===== config.mk =====
export PLATFORM = sky130hd
export DESIGN_NAME = gzip_stream_monitor_flat
export DESIGN_NICKNAME = d
export VERILOG_FILES = /design/src/rtl/gzip_pkg.sv /design/src/rtl/gzip_stream_monitor_if.sv /design/src/rtl/crc32_byte_update.sv /design/src/rtl/gzip_stream_monitor.sv /design/src/flat_wrapper.sv
export SDC_FILE = /design/constraint.sdc
export NUM_CORES = 1
export LEC_CHECK = 0
export BUFFER_PORTS_ARGS = -buffer_cell sky130_fd_sc_hd__buf_2
export CORE_MARGIN = 4
export CORE_UTILIZATION = 55
export DETAILED_ROUTE_END_ITERATION = 12
export GPL_ROUTABILITY_DRIVEN = 0
export GPL_TIMING_DRIVEN = 0
export MAX_ROUTING_LAYER = met4
export PLACE_DENSITY = 0.92
export RECOVER_POWER = 100
export SLEW_MARGIN = 20
export SYNTH_ARGS = -nofsm -noshare
export SYNTH_HDL_FRONTEND = slang
export SYNTH_SLANG_ARGS = --single-unit

===== constraint.sdc =====
create_clock -name clk -period 2.9 [get_ports clk]
set_input_delay 0.87 -clock clk [delete_from_list [all_inputs] [get_ports clk]]
set_output_delay 0.87 -clock clk [all_outputs]
set_load 0.05 [all_outputs]

===== src/rtl/gzip_pkg.sv =====
// Shared constants for the gzip stream monitor: FSM encodings, CRC32 parameters,
// debug_reg field layout and deflate block-type codes.
package gzip_pkg;

   localparam logic [2:0] ST_IDLE  = 3'd0;
   localparam logic [2:0] ST_RUN   = 3'd1;
   localparam logic [2:0] ST_DRAIN = 3'd2;
   localparam logic [2:0] ST_DONE  = 3'd3;
   localparam logic [2:0] ST_ERR   = 3'd4;

   localparam logic [31:0] CRC32_POLY = 32'hEDB88320;
   localparam logic [31:0] CRC32_INIT = 32'hFFFFFFFF;

   localparam int unsigned DBG_DONE_BIT  = 0;
   localparam int unsigned DBG_BTERR_BIT = 1;
   localparam int unsigned DBG_BSERR_BIT = 2;
   localparam int unsigned DBG_ISIZE_LSB = 8;
   localparam int unsigned DBG_CRC_LSB   = 40;
   localparam int unsigned DBG_BSIZE_LSB = 72;

   localparam logic [1:0] BTYPE_STORED = 2'b00;
   localparam logic [1:0] BTYPE_RSVD   = 2'b11;

   function automatic logic [31:0] byte_swap32(input logic [31:0] x);
      return {x[7:0], x[15:8], x[23:16], x[31:24]};
   endfunction

endpackage


===== src/rtl/gzip_stream_monitor_if.sv =====
// Byte-stream handshake bundle (data/valid/last/blk_end forward, ready backward).
interface gzip_stream_monitor_if;
   logic [7:0] data;
   logic       valid;
   logic       last;
   logic       blk_end;
   logic       ready;

   modport master (output data, valid, last, blk_end, input ready);
   modport slave  (input data, valid, last, blk_end, output ready);
endinterface


===== src/rtl/crc32_byte_update.sv =====
// One-byte CRC32 step, reflected polynomial, LSB first. Built only with GZIP_MON_CRC_EN.
`ifdef GZIP_MON_CRC_EN
module crc32_byte_update
   import gzip_pkg::*;
(
   input  logic [31:0] crc_in,
   input  logic [7:0]  byte_in,
   output logic [31:0] crc_out
);

   always_comb begin
      logic [31:0] c;
      c = crc_in ^ {24'h0, byte_in};
      for (int unsigned i = 0; i < 8; i++) begin
         c = c[0] ? ((c >> 1) ^ CRC32_POLY) : (c >> 1);
      end
      crc_out = c;
   end

endmodule
`endif


===== src/rtl/gzip_stream_monitor.sv =====
// Gzip-domain stream tap: one-stage register slice plus per-stream ISIZE/CRC32/block statistics
// packed into debug_reg. CRC32 is present only when GZIP_MON_CRC_EN is defined.
module gzip_stream_monitor
   import gzip_pkg::*;
#(
   parameter logic [23:0] MAX_STORED_LEN = 24'd65535,
   parameter int unsigned BLK_CNT_W      = 24
) (
   input  logic                  clk,
   input  logic                  rst_n,
   input  logic [1:0]            btype,
   input  logic                  rev_endianess,
   gzip_stream_monitor_if.slave  in_if,
   gzip_stream_monitor_if.master out_if,
   output logic [95:0]           debug_reg
);

   logic [2:0]           r_state;
   logic [2:0]           w_state_nxt;
   logic                 r_live;
   logic [7:0]           r_out_data;
   logic                 r_out_valid;
   logic                 r_out_last;
   logic                 r_out_blk_end;
   logic [31:0]          r_isize;
   logic [BLK_CNT_W-1:0] r_blk_cnt;
   logic [BLK_CNT_W-1:0] r_bsize;
   logic                 r_done;
   logic                 r_bterr;
   logic                 r_bserr;
   logic                 w_in_ready;
   logic                 w_accept;
   logic                 w_deliver;
   logic                 w_start;
   logic                 w_drop;
   logic                 w_load;
   logic [24:0]          w_cnt_sum;
   logic [BLK_CNT_W-1:0] w_cnt_inc;
   logic                 w_len_over;
   logic [31:0]          w_crc_field;

   // r_live keeps in_ready low while reset is applied and for the first cycle after it
   always_comb begin
      case (r_state)
         ST_IDLE, ST_DONE: w_in_ready = !r_out_valid;
         ST_RUN:           w_in_ready = !r_out_valid || out_if.ready;
         default:          w_in_ready = 1'b0;
      endcase
      w_in_ready = w_in_ready && r_live;
   end

   assign w_accept  = in_if.valid && w_in_ready;
   assign w_deliver = r_out_valid && out_if.ready;
   assign w_start   = w_accept && (r_state == ST_IDLE || r_state == ST_DONE);
   assign w_drop    = w_start && (btype == BTYPE_RSVD);
   assign w_load    = w_accept && !w_drop;

   assign w_cnt_sum  = 25'(r_blk_cnt) + 25'd1;
   assign w_cnt_inc  = (&r_blk_cnt) ? r_blk_cnt : w_cnt_sum[BLK_CNT_W-1:0];
   assign w_len_over = (btype == BTYPE_STORED) && (w_cnt_sum > {1'b0, MAX_STORED_LEN});

   always_comb begin
      w_state_nxt = r_state;
      case (r_state)
         ST_IDLE, ST_DONE:
            if (w_accept) w_state_nxt = w_drop ? ST_ERR : (in_if.last ? ST_DRAIN : ST_RUN);
         ST_RUN:
            if (w_accept && in_if.last) w_state_nxt = ST_DRAIN;
         ST_DRAIN:
            if (w_deliver && r_out_last) w_state_nxt = ST_DONE;
         default:
            w_state_nxt = r_state;
      endcase
   end

   always_ff @(posedge clk or negedge rst_n) begin
      if (!rst_n) begin
         r_state       <= ST_IDLE;
         r_live        <= 1'b0;
         r_out_data    <= '0;
         r_out_valid   <= 1'b0;
         r_out_last    <= 1'b0;
         r_out_blk_end <= 1'b0;
      end else begin
         r_state <= w_state_nxt;
         r_live  <= 1'b1;
         if (w_load) begin
            r_out_data    <= in_if.data;
            r_out_last    <= in_if.last;
            r_out_blk_end <= in_if.blk_end;
            r_out_valid   <= 1'b1;
         end else if (w_deliver) begin
            r_out_valid   <= 1'b0;
         end
      end
   end

   // Stream start only happens with the slice empty, so it never coincides with a delivery
   always_ff @(posedge clk or negedge rst_n) begin
      if (!rst_n) begin
         r_isize   <= '0;
         r_blk_cnt <= '0;
         r_bsize   <= '0;
         r_done    <= 1'b0;
         r_bterr   <= 1'b0;
         r_bserr   <= 1'b0;
      end else begin
         if (w_drop) r_bterr <= 1'b1;
         if (w_start) begin
            r_isize   <= '0;
            r_blk_cnt <= '0;
            r_bsize   <= '0;
            r_done    <= 1'b0;
            r_bserr   <= 1'b0;
         end else if (w_deliver) begin
            r_isize <= r_isize + 32'd1;
            if (r_out_blk_end || r_out_last) begin
               r_bsize   <= w_cnt_inc;
               r_blk_cnt <= '0;
            end else begin
               r_blk_cnt <= w_cnt_inc;
            end
            if (w_len_over) r_bserr <= 1'b1;
            if (r_out_last) r_done <= 1'b1;
         end
      end
   end

`ifdef GZIP_MON_CRC_EN
   logic [31:0] r_crc;
   logic [31:0] w_crc_next;

   crc32_byte_update u_crc (
      .crc_in  (r_crc),
      .byte_in (r_out_data),
      .crc_out (w_crc_next)
   );

   always_ff @(posedge clk or negedge rst_n) begin
      if (!rst_n) begin
         r_crc <= CRC32_INIT;
      end else if (w_start) begin
         r_crc <= CRC32_INIT;
      end else if (w_deliver) begin
         r_crc <= w_crc_next;
      end
   end

   assign w_crc_field = ~r_crc;
`else
   assign w_crc_field = '0;
`endif

   always_comb begin
      debug_reg                          = '0;
      debug_reg[DBG_DONE_BIT]            = r_done;
      debug_reg[DBG_BTERR_BIT]           = r_bterr;
      debug_reg[DBG_BSERR_BIT]           = r_bserr;
      debug_reg[DBG_ISIZE_LSB +: 32]     = rev_endianess ? byte_swap32(r_isize) : r_isize;
      debug_reg[DBG_CRC_LSB +: 32]       = rev_endianess ? byte_swap32(w_crc_field) : w_crc_field;
      debug_reg[DBG_BSIZE_LSB +: 24]     = 24'(r_bsize);
   end

   assign in_if.ready     = w_in_ready;
   assign out_if.data     = r_out_data;
   assign out_if.valid    = r_out_valid;
   assign out_if.last     = r_out_last;
   assign out_if.blk_end  = r_out_blk_end;

endmodule


===== src/flat_wrapper.sv =====
// flat-port wrapper written by rule: the top's interface ports become plain ports
module gzip_stream_monitor_flat import gzip_pkg::*;
#(
   parameter logic [23:0] MAX_STORED_LEN = 24'd65535,
   parameter int unsigned BLK_CNT_W      = 24
)
  (clk, rst_n, btype, rev_endianess, debug_reg, in_if_data, in_if_valid, in_if_last, in_if_blk_end, in_if_ready, out_if_data, out_if_valid, out_if_last, out_if_blk_end, out_if_ready);
  gzip_stream_monitor_if in_if_i ();
  gzip_stream_monitor_if out_if_i ();
  input  logic clk;
  input  logic rst_n;
  input  logic [1:0] btype;
  input  logic rev_endianess;
  output logic [95:0] debug_reg;
  input wire logic [$bits(in_if_i.data)-1:0] in_if_data;
  input wire logic [$bits(in_if_i.valid)-1:0] in_if_valid;
  input wire logic [$bits(in_if_i.last)-1:0] in_if_last;
  input wire logic [$bits(in_if_i.blk_end)-1:0] in_if_blk_end;
  output wire logic [$bits(in_if_i.ready)-1:0] in_if_ready;
  output wire logic [$bits(out_if_i.data)-1:0] out_if_data;
  output wire logic [$bits(out_if_i.valid)-1:0] out_if_valid;
  output wire logic [$bits(out_if_i.last)-1:0] out_if_last;
  output wire logic [$bits(out_if_i.blk_end)-1:0] out_if_blk_end;
  input wire logic [$bits(out_if_i.ready)-1:0] out_if_ready;
  assign in_if_i.data = in_if_data;
  assign in_if_i.valid = in_if_valid;
  assign in_if_i.last = in_if_last;
  assign in_if_i.blk_end = in_if_blk_end;
  assign in_if_ready = in_if_i.ready;
  assign out_if_data = out_if_i.data;
  assign out_if_valid = out_if_i.valid;
  assign out_if_last = out_if_i.last;
  assign out_if_blk_end = out_if_i.blk_end;
  assign out_if_i.ready = out_if_ready;
  gzip_stream_monitor #(.MAX_STORED_LEN(MAX_STORED_LEN), .BLK_CNT_W(BLK_CNT_W)) u_core (.clk(clk), .rst_n(rst_n), .btype(btype), .rev_endianess(rev_endianess), .in_if(in_if_i), .out_if(out_if_i), .debug_reg(debug_reg));
endmodule

==> metrics.yaml <==
p_sw_share_pct: 43.1
postCtsSetupRepairBufs: 0
die_h_um: 111
final-hold-violation-count: 0
synthFlopType: "dfrtp_1"
synth-compound-area-share_pct: 12.6
wire_length_the_detailed_router_placed_on_met1_mm: 5.86
period_needed_ps: 2820
n_antenna_cell: 0
power.total_mw: 4.05
synth.yosys.warnings: 0
synthToLayoutAreaGrowth_pct: 15.3
synthCells: 626
wl_met2_mm: 7.11
setup-violations-final: 0
worstMarginPinSlew_ps: 2060
synth_xor_area_share_pct: 6.88
antenna_left: 0
status: "finished, violations left"
synth_async_sr_flop_share_pct: 100
grt_pass1_vias: 4830
yosys.area.top_type_share_pct: 42.0
design.die.area_sq_um: 12300
layout.nets: 780
maxCapViolCount: 1
clk_pin_slew_ps: 90
core.rowCount: 37
placement.io_buffers: 86
regToRegSetupSlack_ps: 90
yosysMostFrequentCell: "dfrtp_1"
timing.critical_path.from: "rev_endianess"
final.setup_skew_ps: 16.2
globalRouteOverflowTotal: 0
yosys_register_bits: 98
netlist_area_before_placement_sq_um: 5830
boundaryPins: 125
detail_route.vias_per_cell: 5.59
root_cell_of_the_clock_tree: "clkbuf_8"
finalCritPeriodShare_pct: 97.2
synthMuxAreaShare_pct: 8.47
worstReg2RegEnd: "u_core.r_blk_cnt[0]"
critPathMaxFanout: 10
main_combinational_cell_family_by_area_after_synthesis: "simple AND/OR/NAND/NOR gates"
synth_edf_count: 0
yosys-top-cells-count: "dfrtp_1, nand2_1, o21ai_0"
routed_wire_length_per_instance_um: 15.9
post-route-drc-count: 0
power.density_cell_area_nw_per_um2: 602
synth_top_cells_by_area: "dfrtp_1, mux2_2, buf_4"
numCtsBuffers: 9
violations: "max-capacitance violations, max-slew violations"
grt_max_degree: 62
synth.largest_area_cell: "dfrtp_1"
dr.pass1.iters: 5
floorplan.initialDensity_pct: 56.5
drt_wl_total_mm: 14.3
wire_length_of_the_first_global_routing_pass_mm: 23.8
worstSetupStartpointType: "input pin"
synth.avg_cell_area_sq_um: 9.32
final_max_slew_viol_count: 38
clkPwrFrac_pct: 23.0
via_count: 5035
detailroute.wirelength.met3_um: 912
worstSetupPathType: "in2out"
yosys.area_share.simple_pct: 21.2
clock-sinks: 98
place_hpwl_mm: 10.5
endpoint_kind: "primary output"
coreArea_sq_um: 10300
grt_setup_unrepaired: "false"
cell_area_after_layout_sq_um: 6730
synth.lib_cells_used.distinct: 55
clkLatencyLatePin_ps: 390
global_route.usage.total_pct: 24.0
max_slew_margin_pct: -37.1
synth_fa_ha_area_share_pct: 0.643
power.sequential.fraction_pct: 41.9
drt_iter0_markers: 444
hold_path.class: "reg2reg"
ratio_of_cells_with_drive_above_1_in_the_final_layout_pct: 21.6
power.ir.vdd_worst_mv: 0.352
highest_routed_metal_layer: "met4"
post_cts_resize_count: 3
initial_antenna_violation_count: 0
power.share.combinational_pct: 35.1
synth_seq_area_share_pct: 42.0
netSwitchingPower_mw: 1.75
tritoncts_clock_tree: "built"
worstReg2RegStart: "u_core.r_blk_cnt[0]"
post_dp_cell_area_sq_um: 6600
worstPathArrival_ps: 1950
chipWidth_um: 111
cts-root-to-sink-buffers: 2
timing.critical_path.required_ps: 2030
internal_power_mw: 2.31
cts_hold_repair.buffers: 0
endpoint: "debug_reg[34]"
achievable_clock_frequency_ghz: 0.355
htree_num_levels: 3
power.static_leakage_nw: 3.24
r2r.worst_path.cells: 8
[per-stage QoR]
| step | util [%] | setup slack [ps] | std cells | hold slack (ps) | setup TNS, ps |
|---|---|---|---|---|---|
| 2_1_floorplan | - | 147 | 662 | 441 | 0 |
| 3_3_place_gp | 63.6 | -93.6 | 884 | 450 | -2620 |
| 3_5_place_dp | 64.0 | -146 | 885 | 451 | -4330 |
| 4_1_cts | 66.0 | 104 | 901 | 387 | 0 |
| 5_1_grt | 65.2 | 23.7 | 901 | 515 | 0 |
| 6_report | 65.2 | 81.5 | 901 | 476 | 0 |
[per-layer routing]
layer | GRT usage (%) | up-vias
met2 | 38.3 | 210
met1 | 30.3 | 2402
li1 | - | 2373
met4 | 9.03 | 0
met5 | - | -
met3 | 4.75 | 50
[kinds of logic after synthesis]
family,count (synthesis)
and+or+nand+nor,238
DFF,98
other,2
adders and majority gates,3
buffers and inverters,80
xor gates and xnor gates,45
AOI/OAI and AO/OA,116
muxes,44
[power by group through the flow]
| stage | Sequential, mW | Clock, mW | Combinational [mW] |
|---|---|---|---|
| global route | 1.73 | 0.995 | 1.52 |
| floorplan | 2.02 | 0 | 0.805 |
| CTS | 1.69 | 0.935 | 1.47 |
| detailed placement | 1.72 | 0 | 1.47 |
| finish | 1.70 | 0.931 | 1.42 |
| global placement | 1.71 | 0 | 1.44 |
[cell usage in the layout (no fill, tap or decap), types with 11 or more instances in the layout]
cell type / n
a21oi_1: 16
a22o_1: 13
and3_1: 13
buf_2: 37
buf_4: 42
clkbuf_1: 60
clkbuf_2: 17
conb_1: 38
dfrtp_1: 98
inv_1: 11
mux2_2: 34
nand2_1: 79
nand3_1: 25
nand4_1: 13
nor2_1: 59
o21ai_0: 69
xnor2_1: 14
xor2_1: 30
[critical path, cell delays in order]
cell	delay, ps
clkbuf_1	170
clkbuf_2	320
mux2_2	380
buf_2	210
[how the worst min path moves through the flow]
stage	from	end	slack [ps]	cells after the start
floorplan	u_core.r_bterr	u_core.r_bterr	440	1
global placement	u_core.r_bsize[6]	u_core.r_bsize[6]	450	2
detailed placement	u_core.r_bsize[6]	u_core.r_bsize[6]	450	2
CTS	rst_n	u_core.out_if.data[0]	390	1
global route	u_core.out_if.data[2]	u_core.out_if.data[2]	520	1
finish	u_core.r_bsize[6]	u_core.r_bsize[6]	480	2
[registers in the layout, summed over array words and instances (netlist names), 3 cells and up]
| register | flops |
|---|---|
| u_core.r_state | 3 |
| u_core.r_isize | 32 |
| u_core.r_bsize | 24 |
| u_core.r_blk_cnt | 24 |
| u_core.out_if.data | 8 |
[layout make-up]
class | instances | area (sq um)
flip-flops and latches | 98 | 2450
clock inverters | 5 | 62.6
plain buffers | 69 | 428
fillers | 840 | 3600
well taps | 136 | 170
multi-input cells | 484 | 3020
inverters | 11 | 41.3
repair buffers | 87 | 407
clock buffers | 11 | 141
Note: power is estimated with default switching activity, not from simulation.
